==> src/rtl/fetch_stage_pkg.sv <==
// Shared constants and types for the instruction-fetch stage.
package fetch_stage_pkg;

  localparam logic [31:0] DEF_RESET_PC  = 32'h2000_0000;
  localparam logic [31:0] DEF_NOP_INSTR = 32'h0000_0013;  // addi x0,x0,0

  typedef enum logic [1:0] {
    ST_BOOT = 2'd0,
    ST_RUN  = 2'd1,
    ST_HOLD = 2'd2,
    ST_MISS = 2'd3
  } fetch_state_e;

  // Word-align a fetch target; the two low address bits carry no meaning.
  function automatic logic [31:0] align_pc(input logic [31:0] pc);
    return pc & ~32'h0000_0003;
  endfunction

endpackage

==> src/rtl/fetch_stage_if.sv <==
// Instruction memory / icache bus between the fetch stage and the cache.
interface fetch_stage_if;

  logic [31:0] icache_addr;   // fetch address, data returns next cycle
  logic        icache_re;     // read enable
  logic [31:0] icache_dout;   // data for the address issued last cycle
  logic        icache_stall;  // miss: icache_dout not valid this cycle

  modport master (
    output icache_addr, icache_re,
    input  icache_dout, icache_stall
  );

  modport slave (
    input  icache_addr, icache_re,
    output icache_dout, icache_stall
  );

endinterface

==> src/rtl/fetch_hold_buffer.sv <==
// Holds the fetched word while decode is stalled and selects between the
// held word and the live icache data.
module fetch_hold_buffer (
  input  logic        clk,
  input  logic        rst,
  input  logic        capture,     // latch live_instr and mark it held
  input  logic        clear,       // drop the held word
  input  logic [31:0] live_instr,
  output logic [31:0] instr_sel
);

  logic [31:0] hold_instr;
  logic        hold_valid;

  // Track whether a held word is pending.
  always_ff @(posedge clk) begin
    // NOTE: sequential state uses non-blocking assignments so every register
    // samples pre-edge values regardless of statement order.
    if (rst)          hold_valid <= 1'b0;
    else if (clear)   hold_valid <= 1'b0;
    else if (capture) hold_valid <= 1'b1;
  end

  // Capture the data word on a stall.
  always_ff @(posedge clk) begin
    // NOTE: the data register is not reset; hold_valid alone qualifies it,
    // so a reset here would only add logic.
    if (capture) hold_instr <= live_instr;
  end

  assign instr_sel = hold_valid ? hold_instr : live_instr;

endmodule

==> src/rtl/fetch_stage.sv <==
// Instruction-fetch stage: owns the PC, drives the sync-read icache and
// presents {pc_out, instr_out, instr_valid} to decode. Handles decode stall,
// execute redirect, icache miss wait, and holds the fetched word while stalled.
module fetch_stage
  import fetch_stage_pkg::*;
#(
  parameter logic [31:0] RESET_PC  = DEF_RESET_PC,
  parameter logic [31:0] NOP_INSTR = DEF_NOP_INSTR
) (
  input  logic                 clk,
  input  logic                 rst,
  input  logic                 stall,
  input  logic                 redirect,
  input  logic [31:0]          redirect_pc,
  fetch_stage_if.master        icache,
  output logic [31:0]          pc_out,
  output logic [31:0]          instr_out,
  output logic                 instr_valid
);

  fetch_state_e state, state_nxt;
  logic [31:0]  pc_nxt;
  logic [31:0]  pc_inc;
  logic [31:0]  redirect_tgt;
  logic         capture;
  logic         clear;
  logic [31:0]  buf_instr;

  assign pc_inc       = pc_out + 32'd4;  // wraps mod 2^32
  assign redirect_tgt = align_pc(redirect_pc);

  // Next-PC mux, icache request and output qualification for each state.
  always_comb begin
    // NOTE: every combinational output gets a default first so no path
    // leaves a signal unassigned and infers a latch.
    state_nxt          = state;
    pc_nxt             = pc_out;
    icache.icache_addr = pc_out;
    icache.icache_re   = 1'b0;
    instr_valid        = 1'b0;
    capture            = 1'b0;
    clear              = 1'b0;

    if (rst) begin
      icache.icache_addr = RESET_PC;
    end else begin
      case (state)
        ST_BOOT: begin
          icache.icache_addr = RESET_PC;
          icache.icache_re   = 1'b1;
          state_nxt          = ST_RUN;
        end
        default: begin
          if (redirect) begin
            // Kill the wrong-path word and fetch the target.
            icache.icache_addr = redirect_tgt;
            icache.icache_re   = 1'b1;
            pc_nxt             = redirect_tgt;
            clear              = 1'b1;
            state_nxt          = ST_RUN;
          end else if (state == ST_HOLD) begin
            instr_valid = 1'b1;
            if (!stall) begin
              icache.icache_addr = pc_inc;
              icache.icache_re   = 1'b1;
              pc_nxt             = pc_inc;
              clear              = 1'b1;
              state_nxt          = ST_RUN;
            end
          end else if (icache.icache_stall) begin
            // RUN or MISS waiting on the cache: re-issue pc_out every cycle.
            icache.icache_re = 1'b1;
            state_nxt        = ST_MISS;
          end else begin
            // RUN, or MISS whose data just arrived.
            instr_valid = 1'b1;
            if (stall) begin
              capture   = 1'b1;
              state_nxt = ST_HOLD;
            end else begin
              icache.icache_addr = pc_inc;
              icache.icache_re   = 1'b1;
              pc_nxt             = pc_inc;
              state_nxt          = ST_RUN;
            end
          end
        end
      endcase
    end
  end

  // FSM state and PC registers.
  always_ff @(posedge clk) begin
    if (rst) begin
      state  <= ST_BOOT;
      pc_out <= RESET_PC;
    end else begin
      state  <= state_nxt;
      pc_out <= pc_nxt;
    end
  end

  fetch_hold_buffer u_hold (
    .clk        (clk),
    .rst        (rst),
    .capture    (capture),
    .clear      (clear),
    .live_instr (icache.icache_dout),
    .instr_sel  (buf_instr)
  );

  assign instr_out = instr_valid ? buf_instr : NOP_INSTR;

endmodule
==> src/flat_wrapper.sv <==
// flat-port wrapper written by rule: the top's interface ports become plain ports
module fetch_stage_flat import fetch_stage_pkg::*;
#(
  parameter logic [31:0] RESET_PC  = DEF_RESET_PC,
  parameter logic [31:0] NOP_INSTR = DEF_NOP_INSTR
)
  (clk, rst, stall, redirect, redirect_pc, pc_out, instr_out, instr_valid, icache_icache_addr, icache_icache_re, icache_icache_dout, icache_icache_stall);
  fetch_stage_if icache_i ();
  input  logic clk;
  input  logic rst;
  input  logic stall;
  input  logic redirect;
  input  logic [31:0] redirect_pc;
  output logic [31:0] pc_out;
  output logic [31:0] instr_out;
  output logic instr_valid;
  output wire logic [$bits(icache_i.icache_addr)-1:0] icache_icache_addr;
  output wire logic [$bits(icache_i.icache_re)-1:0] icache_icache_re;
  input wire logic [$bits(icache_i.icache_dout)-1:0] icache_icache_dout;
  input wire logic [$bits(icache_i.icache_stall)-1:0] icache_icache_stall;
  assign icache_icache_addr = icache_i.icache_addr;
  assign icache_icache_re = icache_i.icache_re;
  assign icache_i.icache_dout = icache_icache_dout;
  assign icache_i.icache_stall = icache_icache_stall;
  fetch_stage #(.RESET_PC(RESET_PC), .NOP_INSTR(NOP_INSTR)) u_core (.clk(clk), .rst(rst), .stall(stall), .redirect(redirect), .redirect_pc(redirect_pc), .icache(icache_i), .pc_out(pc_out), .instr_out(instr_out), .instr_valid(instr_valid));
endmodule
==> config.mk <==
export PLATFORM = sky130hd
export DESIGN_NAME = fetch_stage_flat
export DESIGN_NICKNAME = d
export VERILOG_FILES = /design/src/rtl/fetch_stage_pkg.sv /design/src/rtl/fetch_stage_if.sv /design/src/rtl/fetch_hold_buffer.sv /design/src/rtl/fetch_stage.sv /design/src/flat_wrapper.sv
export SDC_FILE = /design/constraint.sdc
export NUM_CORES = 1
export LEC_CHECK = 0
export BUFFER_PORTS_ARGS = -buffer_cell sky130_fd_sc_hd__buf_2
export CORE_ASPECT_RATIO = 0.5
export CORE_MARGIN = 2
export CORE_UTILIZATION = 40
export DETAILED_ROUTE_END_ITERATION = 7
export PLACE_DENSITY = 0.68
export SLEW_MARGIN = 5
export SYNTH_ARGS = -nofsm -noshare
export SYNTH_HDL_FRONTEND = slang
export SYNTH_SLANG_ARGS = --single-unit
==> constraint.sdc <==
create_clock -name clk -period 4.76 [get_ports clk]
set_clock_uncertainty 0.1 [all_clocks]
set_input_delay 0.238 -clock clk [delete_from_list [all_inputs] [get_ports clk]]
set_output_delay 0.238 -clock clk [all_outputs]
set_load 0.05 [all_outputs]
# [Yosys cells after proc, flatten, opt, wreduce, memory -nomap -nowiden]
# Cells that the tools add are included.
[classes] n_addsub=1 n_eq_ne=3 muxes=35 reduce_logical=3
[ops] cell="$mux 32" count=8
[ops] cell="$add 32x3->32 const B" count=1
[ops] cell="$mux 1" count=23
[ops] cell="$mux 2" count=4
[ops] cell="$ne 4x4->1 const B" count=1
[ops] cell="$reduce_or 3->1" count=1
[ops] cell="$eq 2x2->1 const B" count=1
[ops] cell="$logic_not 2->1" count=1
[ops] cell="$ne 2x2->1 const B" count=1
[ops] cell="$reduce_or 2->1" count=1
[totals] output_inout_bits=98 input_bits=69 elab_cells=47 ff_bits=67

# [Logic depth before layout (Yosys ltp)]
# Gate-level depths: netlist of run 1.
[logic_depth] word_depth=7 ltp_mapped=8 mapped_depth_nobuf=6

# [By module]
# From an unflattened synthesis of run 1, not the netlist that was laid out.
[unflattened] hier_cells=474 hier_area_um2=4375.4
[modules_own_cells] module="fetch_stage" seq_area_each_um2=680.7 area_per_inst_um2=2845.2 cells_each=403 instances=1
[modules_own_cells] module="fetch_hold_buffer" seq_area_each_um2=980.9 area_per_inst_um2=1530.2 cells_each=71 instances=1

# [Least setup slack after synthesis of run 1]
# Ideal clock, no wire load.
[synth_path] kind="flip-flop to output port" startpoint="register u_core.pc_out[2]" endpoint="output port icache_icache_addr[24]" path_stages_with_launch=7 t_arrival_ps=3212 t_required_ps=4422 n_path_buf=0 path_slack_ps=1210 cell_sequence="dfxtp_1 ha_1 nand3b_2 a21o_1 or4_4 xnor2_1 a211oi_1"
[synth_via] elab_chain_len=7
[synth_lines] item="from (decl)" line="fetch_stage.sv:16" source="output logic [31:0] pc_out,"
[synth_lines] item="from (signal assigned)" line="fetch_stage.sv:99" source="pc_out <= pc_nxt;"
[synth_lines] item="$add 32x3->32 *" line="fetch_stage.sv:29" source="assign pc_inc = pc_out + 32'd4;"
[synth_lines] item="$mux 32 *" line="fetch_stage.sv:63, fetch_stage.sv:77"
[synth_lines] item="$mux 32" line="fetch_stage.sv:70" source="end else if (icache.icache_stall) begin"
[synth_lines] item="$mux 32 *" line="fetch_stage.sv:61" source="end else if (state == ST_HOLD) begin"
[synth_lines] item="$mux 32 *" line="fetch_stage.sv:54" source="if (redirect) begin"
[synth_lines] item="$mux 32 *" line="fetch_stage.sv:47" source="case (state)"
[synth_lines] item="$mux 32 *" line="fetch_stage.sv:44" source="if (rst) begin"
[synth_lines] item="to (decl)" line="flat_wrapper.sv:17" source="output wire logic [$bits(icache_i.icache_addr)-1:0] icache_icache_addr;"
# Every way passes the cells marked *; elsewhere a longest branch is shown, timed or not.

# [Worst setup path after layout of run 1]
[layout_path] startpoint="register u_core.state[0]" endpoint="output port instr_out[25]"
[layout_via] elab_chain_len=6 elab_cells_between_ends=7 classes_between="eq/ne: 1; mux: 5; reduce/logical: 1"
[layout_lines] item="from (decl)" line="fetch_stage.sv:21" source="fetch_state_e state, state_nxt;"
[layout_lines] item="from (signal assigned)" line="fetch_stage.sv:98" source="state <= state_nxt;"
[layout_lines] item="$eq 2x2->1" line="fetch_stage.sv:61"
[layout_lines] item="$mux 1" line="fetch_stage.sv:61"
[layout_lines] item="$mux 1" line="fetch_stage.sv:54"
[layout_lines] item="$mux 1 *" line="fetch_stage.sv:47"
[layout_lines] item="$mux 1 *" line="fetch_stage.sv:44"
[layout_lines] item="$mux 32 *" line="fetch_stage.sv:112" source="assign instr_out = instr_valid ? buf_instr : NOP_INSTR;"
[layout_lines] item="to (decl)" line="flat_wrapper.sv:15" source="output logic [31:0] instr_out;"
# Marked as above.

==> impl_metrics.yaml, run 1 <==
finish:
  fillCellCount: 910
  multi_input_area_mm2: 0.002313
  final_util: 0.5546
  final_area_mm2: 0.005647
  seq_area_mm2: 0.001663
  drive_gt1_frac: 0.3080
  nNetsFinal: 711
  area_growth_pct: 35.57
  n_antenna_cell: 0
clock_network:
  post_cts_buffers: 0
  path_clk_slew_ps: 60
  clockBufferDepth: 2
  root_buffer: "clkbuf_16"
  cts_resized: 0
  cts.sinks: 67
  cts_tree: "done"
  clkLatencyLatePin_ps: 330
  hold_buffers: 25
  cts-buffers-inserted: 9
  htreeDepth: 3
sta:
  max-slew-margin-rel: 0.2687
  worst_slew_pin_slew_ps: 1093
  setup-tns-final_ps: 0
  period_share: 0.7048
  setup_viol: 0
  grt_setup_unrepaired: "no"
  slew_viol_final: 0
  layout_min_cycle_time_ps: 3355
  hold_viol: 0
  max_freq_mhz: 298.1
floorplan:
  die_area_mm2: 0.01129
  core_mm2: 0.01018
  die_h_um: 76.16
  die_x_um: 148.3
  io_pins: 167
  num_rows: 26
  start_util: 0.4091
synthesis:
  yosysMostFrequentCell: "nor2_1"
  synth_area_leaders: "edfxtp_1 23%, dfxtp_1 17%, mux2i_1 8.9%"
  syn_nets: 540
  syn_inst: 470
  ys_seq_area_frac: 0.3989
  async_flop_share: 0
  yosysTopAreaCellShare: 0.2307
  syn_area_per_cell_um2: 8.862
  ys_ff_latch: 67
  synth_cell_type_count: 54
  synthFlopType: "dfxtp_1"
  synth_area_mm2: 0.004165
  synth_edf_count: 32
  yosysWarnings: 0
  synth_commonest_cells: "59 x nor2_1, 37 x mux2i_1, 36 x nand2_1, 35 x dfxtp_1, 32 x edfxtp_1"
  yosys.area.top_type: "edfxtp_1"
critical_path:
  crit_type: "flop to output pin"
  critPathMaxStageDelay_ps: 620
  worst_r2r_path_depth: 5
  crit_required_ps: 4420
  end_kind: "output pin"
  r2r_slack_ps: 2220
  crit_fanout: 19
  reg2reg_from: "u_core.pc_out[5]"
  crit_path_start: "u_core.state[0]"
  rr_endpoint: "u_core.pc_out[31]"
  cp_slowest_cell: "a21o_1"
  cp_cell_sequence: "or2_2, nand3_1, a21o_1, buf_4, nor2_1, buf_2"
  critical_path_arrival_ps: 3020
  endpoint: "instr_out[25]"
  startpoint_type: "flop"
placement:
  dp_hpwl_um: 8262
  place_area_mm2: 0.005059
  gp_congestion: 0.8384
  port_buffers: 164
detailed_routing:
  firstDrtPassIters: 4
  drc: 0
  post_drt_wl_per_cell_um: 15.92
  via_count: 4226
  drt_wl_total_um: 12520
  viasPerCell: 5.377
  ant_nets: 0
  drt_iter0_markers: 269
global_routing:
  grt_pass1_wl_um: 19970
  grt_pass1_vias: 3869
  antenna_found_initial: 0
  overflow: 0
  grt_use_total: 0.2189
  grt_start_max_net_pins: 49
outcome:
  status: "finished, final reports clean"
hold_path:
  min_path_type: "primary input to flop"
pwr:
  p_per_area_mw_per_mm2: 303.7
  total_power_mw: 1.715
  vdd_drop_max_v: 0.0001619
  p_leak_nw: 2.435
flow_run:
  cap_violations: 0
==> per-layer routing <==
| metal | track usage | vias up | share of wire |
|---|---|---|---|
| met5 | 0 | - | 0 |
| met4 | 0.04952 | 0 | 0.0068 |
| met3 | 0.05090 | 8 | 0.058 |
| met2 | 0.3597 | 143 | 0.47 |
| met1 | 0.2946 | 1984 | 0.47 |
| li1 | - | 2091 | - |
==> registers in the layout (all words and copies together) (netlist names) <==
| signal | cells |
|---|---|
| u_core.u_hold.hold_valid | 1 |
| u_core.state | 2 |
| u_core.pc_out | 32 |
| u_core.u_hold.hold_instr | 32 |
==> cell usage in the layout, fill, tap and decap left out, types with 13 or more instances in the layout <==
| cell | synthesis | final |
|---|---|---|
| buf_2 | 7 | 164 |
| nor2_1 | 59 | 59 |
| mux2i_1 | 37 | 37 |
| nand2_1 | 36 | 36 |
| dfxtp_1 | 35 | 34 |
| edfxtp_1 | 32 | 32 |
| o21ai_0 | 29 | 29 |
| dlygate4sd3_1 | 0 | 27 |
| a21oi_1 | 25 | 25 |
| nand3_1 | 18 | 18 |
| xnor2_1 | 17 | 17 |
| a21o_1 | 13 | 13 |
==> worst min-delay path by stage <==
stage | depth (start not counted) | end | startpoint | slack [ps]
floorplan | 0 | u_core.u_hold.hold_instr[0] | icache_icache_dout[0] | 240
global placement | 1 | u_core.u_hold.hold_instr[8] | icache_icache_dout[8] | 330
detailed placement | 1 | u_core.u_hold.hold_instr[8] | icache_icache_dout[8] | 330
CTS | 1 | u_core.u_hold.hold_instr[0] | icache_icache_dout[0] | 0.4
global route | 1 | u_core.u_hold.hold_instr[0] | icache_icache_dout[0] | 2
finish | 1 | u_core.u_hold.hold_instr[17] | icache_icache_dout[17] | 10
==> layout make-up <==
cell class | instances | share of cell area
Clock buffer | 10 | 0.04055
Clock inverter | 6 | 0.01573
Inverter | 11 | 0.007312
Multi-Input combinational cell | 355 | 0.4097
Sequential cell | 67 | 0.2945
Tap cell | 140 | 0.03102
Timing Repair Buffer | 197 | 0.2012
==> power by group <==
part | switching [mW] | internal (mW)
sequential | 0.0325 | 0.625
clock | 0.252 | 0.459
combinational | 0.237 | 0.110
==> stage by stage <==
step           hold WS, ps  std cells  setup WS, ps
6_report             12.20        786          1405
5_1_grt              2.110        786          1180
3_3_place_gp         329.9        743          1775
4_1_cts             0.3644        784          1491
2_1_floorplan        236.9        470          1210
3_5_place_dp         331.3        743          1757
==> critical path, delay by kind of cell (launching register included) <==
kind / cells / cell delay [ps]
AND/OR/NAND/NOR: 3 / 1050
AO/OA/AOI/OAI: 1 / 620
buffers and inverters: 2 / 600
flip-flops: 1 / 400
==> logic make-up after synthesis <==
logic type      after synthesis  share of synthesized area
simple gates                166                     0.2064
compound gates              124                     0.2004
fa+ha+maj                     1                   0.003003
mux                          37                    0.08892
buf+inv                      48                    0.04566
flops                        67                     0.3989
xor+xnor                     27                    0.05677
Power figures use the tool's default switching activity.
==> run 2: changes to the inputs <==
clock period = 3.37 ns   (was 4.76 ns; I/O delays follow)
==> run 2 against run 1 <==
  * Clock power grew 33%
  * Die area is the same
  * Critical path depth grew 1
  * Sequential share of layout area shrank 0.88 points
  * Register-to-register slack lost 1100 ps
  * Cell count grew 2.5%
  * Flip-flop and latch count is the same
  * Count of clock-buffer cells in the layout shrank 1
  * Combinational power grew 47%
  * Via count grew 3.0%
  * First-iteration DRC count shrank 11%
==> impl_metrics.yaml, run 2 (synthesis gave the netlist of run 1 again) <==
critical_path:
  end_kind: "output pin"
  startpoint_type: "flop"
  crit_fanout: 6
  crit_required_ps: 3100
  critical_path_arrival_ps: 2660
  crit_type: "flop to output pin"
finish:
  drive_gt1_frac: 0.3138
  fillCellCount: 897
  nNetsFinal: 731
  final_util: 0.5716
  final_cell_mix: "164 x buf_2, 59 x nor2_1, 39 x dlygate4sd3_1"
  n_antenna_cell: 0
  final_area_mm2: 0.005821
  area_growth_pct: 39.74
  final_common_cell: "buf_2"
  reg_top3: "u_core.pc_out: 32 flops, u_core.u_hold.hold_instr: 32 flops, u_core.state: 2 flops"
clock_network:
  cts_tree: "done"
  clkLatencyLatePin_ps: 330
  cts-buffers-inserted: 9
  clockBufferDepth: 2
  root_buffer: "clkbuf_16"
  cts.sinks: 67
  path_clk_slew_ps: 60
  htreeDepth: 3
  cts_resized: 0
pwr:
  p_int_mw: 1.626
  p_per_area_mw_per_mm2: 408.9
  total_power_mw: 2.380
  p_sw_uw: 753.9
  p_leak_nw: 2.523
  swShare: 0.3168
  p_clk_frac: 0.397
  vdd_drop_max_v: 0.0002345
  combPwrFrac: 0.214
  p_seq_frac: 0.389
placement:
  port_buffers: 164
  gp_congestion: 0.8827
  place_area_mm2: 0.005129
  dp_hpwl_um: 8616
detailed_routing:
  viasPerCell: 5.400
  drt_wl_total_um: 12780
  via_count: 4352
  post_drt_wl_per_cell_um: 15.86
  firstDrtPassIters: 5
  drt_iter0_markers: 239
  drc: 0
  ant_nets: 0
floorplan:
  die_area_mm2: 0.01129
  core_mm2: 0.01018
  io_pins: 167
  start_util: 0.4091
  die_x_um: 148.3
  num_rows: 26
  die_h_um: 76.16
sta:
  setup-tns-final_ps: 0
  hold_viol: 0
  setup_viol: 0
  max-slew-margin-rel: 0.5343
  layout_min_cycle_time_ps: 2924
  worst_slew_pin_slew_ps: 681.0
  grt_setup_unrepaired: "no"
  period_share: 0.8677
  slew_viol_final: 0
  max_freq_mhz: 342.0
global_routing:
  grt_pass1_vias: 4016
  grt_pass1_wl_um: 20560
  antenna_found_initial: 0
  overflow: 0
  grt_start_max_net_pins: 49
  grt_use_total: 0.2250
flow_run:
  cap_violations: 0
hold_path:
  min_path_type: "primary input to flop"
outcome:
  status: "finished, final reports clean"
run 2: cell count changes in the layout (fill, tap and decap cells not counted), sizes merged:
cell         change
dlygate4sd3     +12
bufinv           -1
buf              +8
clkinvlp         -1
clkbuf           -1
clkinv           +3
run 2: final timing paths:
check / to / startpoint / depth (start not counted) / slack, ps
worst max register to register: u_core.pc_out[26] / u_core.pc_out[2] / 6 / 1130
worst max-delay path: icache_icache_addr[26] / u_core.pc_out[2] / 7 / 450
worst min register to register: u_core.pc_out[1] / u_core.pc_out[1] / 1 / 400
worst min-delay path: u_core.pc_out[22] / redirect_pc[22] / 3 / 10
run 2: through the flow:
stage	setup WS (ps)	hold WS, ps	cells
after detailed placement	811.8	261.8	751
after global placement	831.6	259.6	751
after global routing	303.1	36.36	806
final	445.7	14.91	806
after floorplan	41.52	167.4	470
after CTS	438.2	0.8446	806
run 2: power groups by stage:
stage               combinational [mW]  clock [mW]  sequential (mW)
floorplan                        0.260           0             1.01
global placement                 0.465           0            0.942
detailed placement               0.470           0            0.943
CTS                              0.506       0.962            0.925
global route                     0.544       0.995            0.932
finish                           0.508       0.945            0.926
run 2: critical path, stage by stage, from the launching register on:
cell and delay (ps):
dfxtp_1 400, ha_1 210, nand3b_2 180, a21o_1 300, or4_4 570, xnor2_1 160
a211oi_2 210, buf_2 290
run 2: cell type report:
type	instances	area, um^2	share of cell area
flip-flops and latches	67	1663	0.2857
clock inverters	7	76.32	0.01311
repair buffers	217	1316	0.2261
multi-input cells	355	2323	0.3992
inverters	11	41.29	0.007094
well taps	140	175.2	0.03009
clock buffers	9	225.2	0.03869
run 2: timing repair:
| action | in CTS | in global routing |
|---|---|---|
| hold buffers | 39 | 0 |
| setup buffers | 0 | 0 |
| hold endpoints to repair | 39 | 0 |
run 2: per-layer routing:
metal | global-route usage | vias to the layer above | share of wire
met3 | 0.05210 | 17 | 0.056
met5 | 0 | - | 0
met2 | 0.3616 | 132 | 0.47
met4 | 0.06762 | 0 | 0.015
li1 | - | 2133 | -
met1 | 0.3030 | 2070 | 0.46
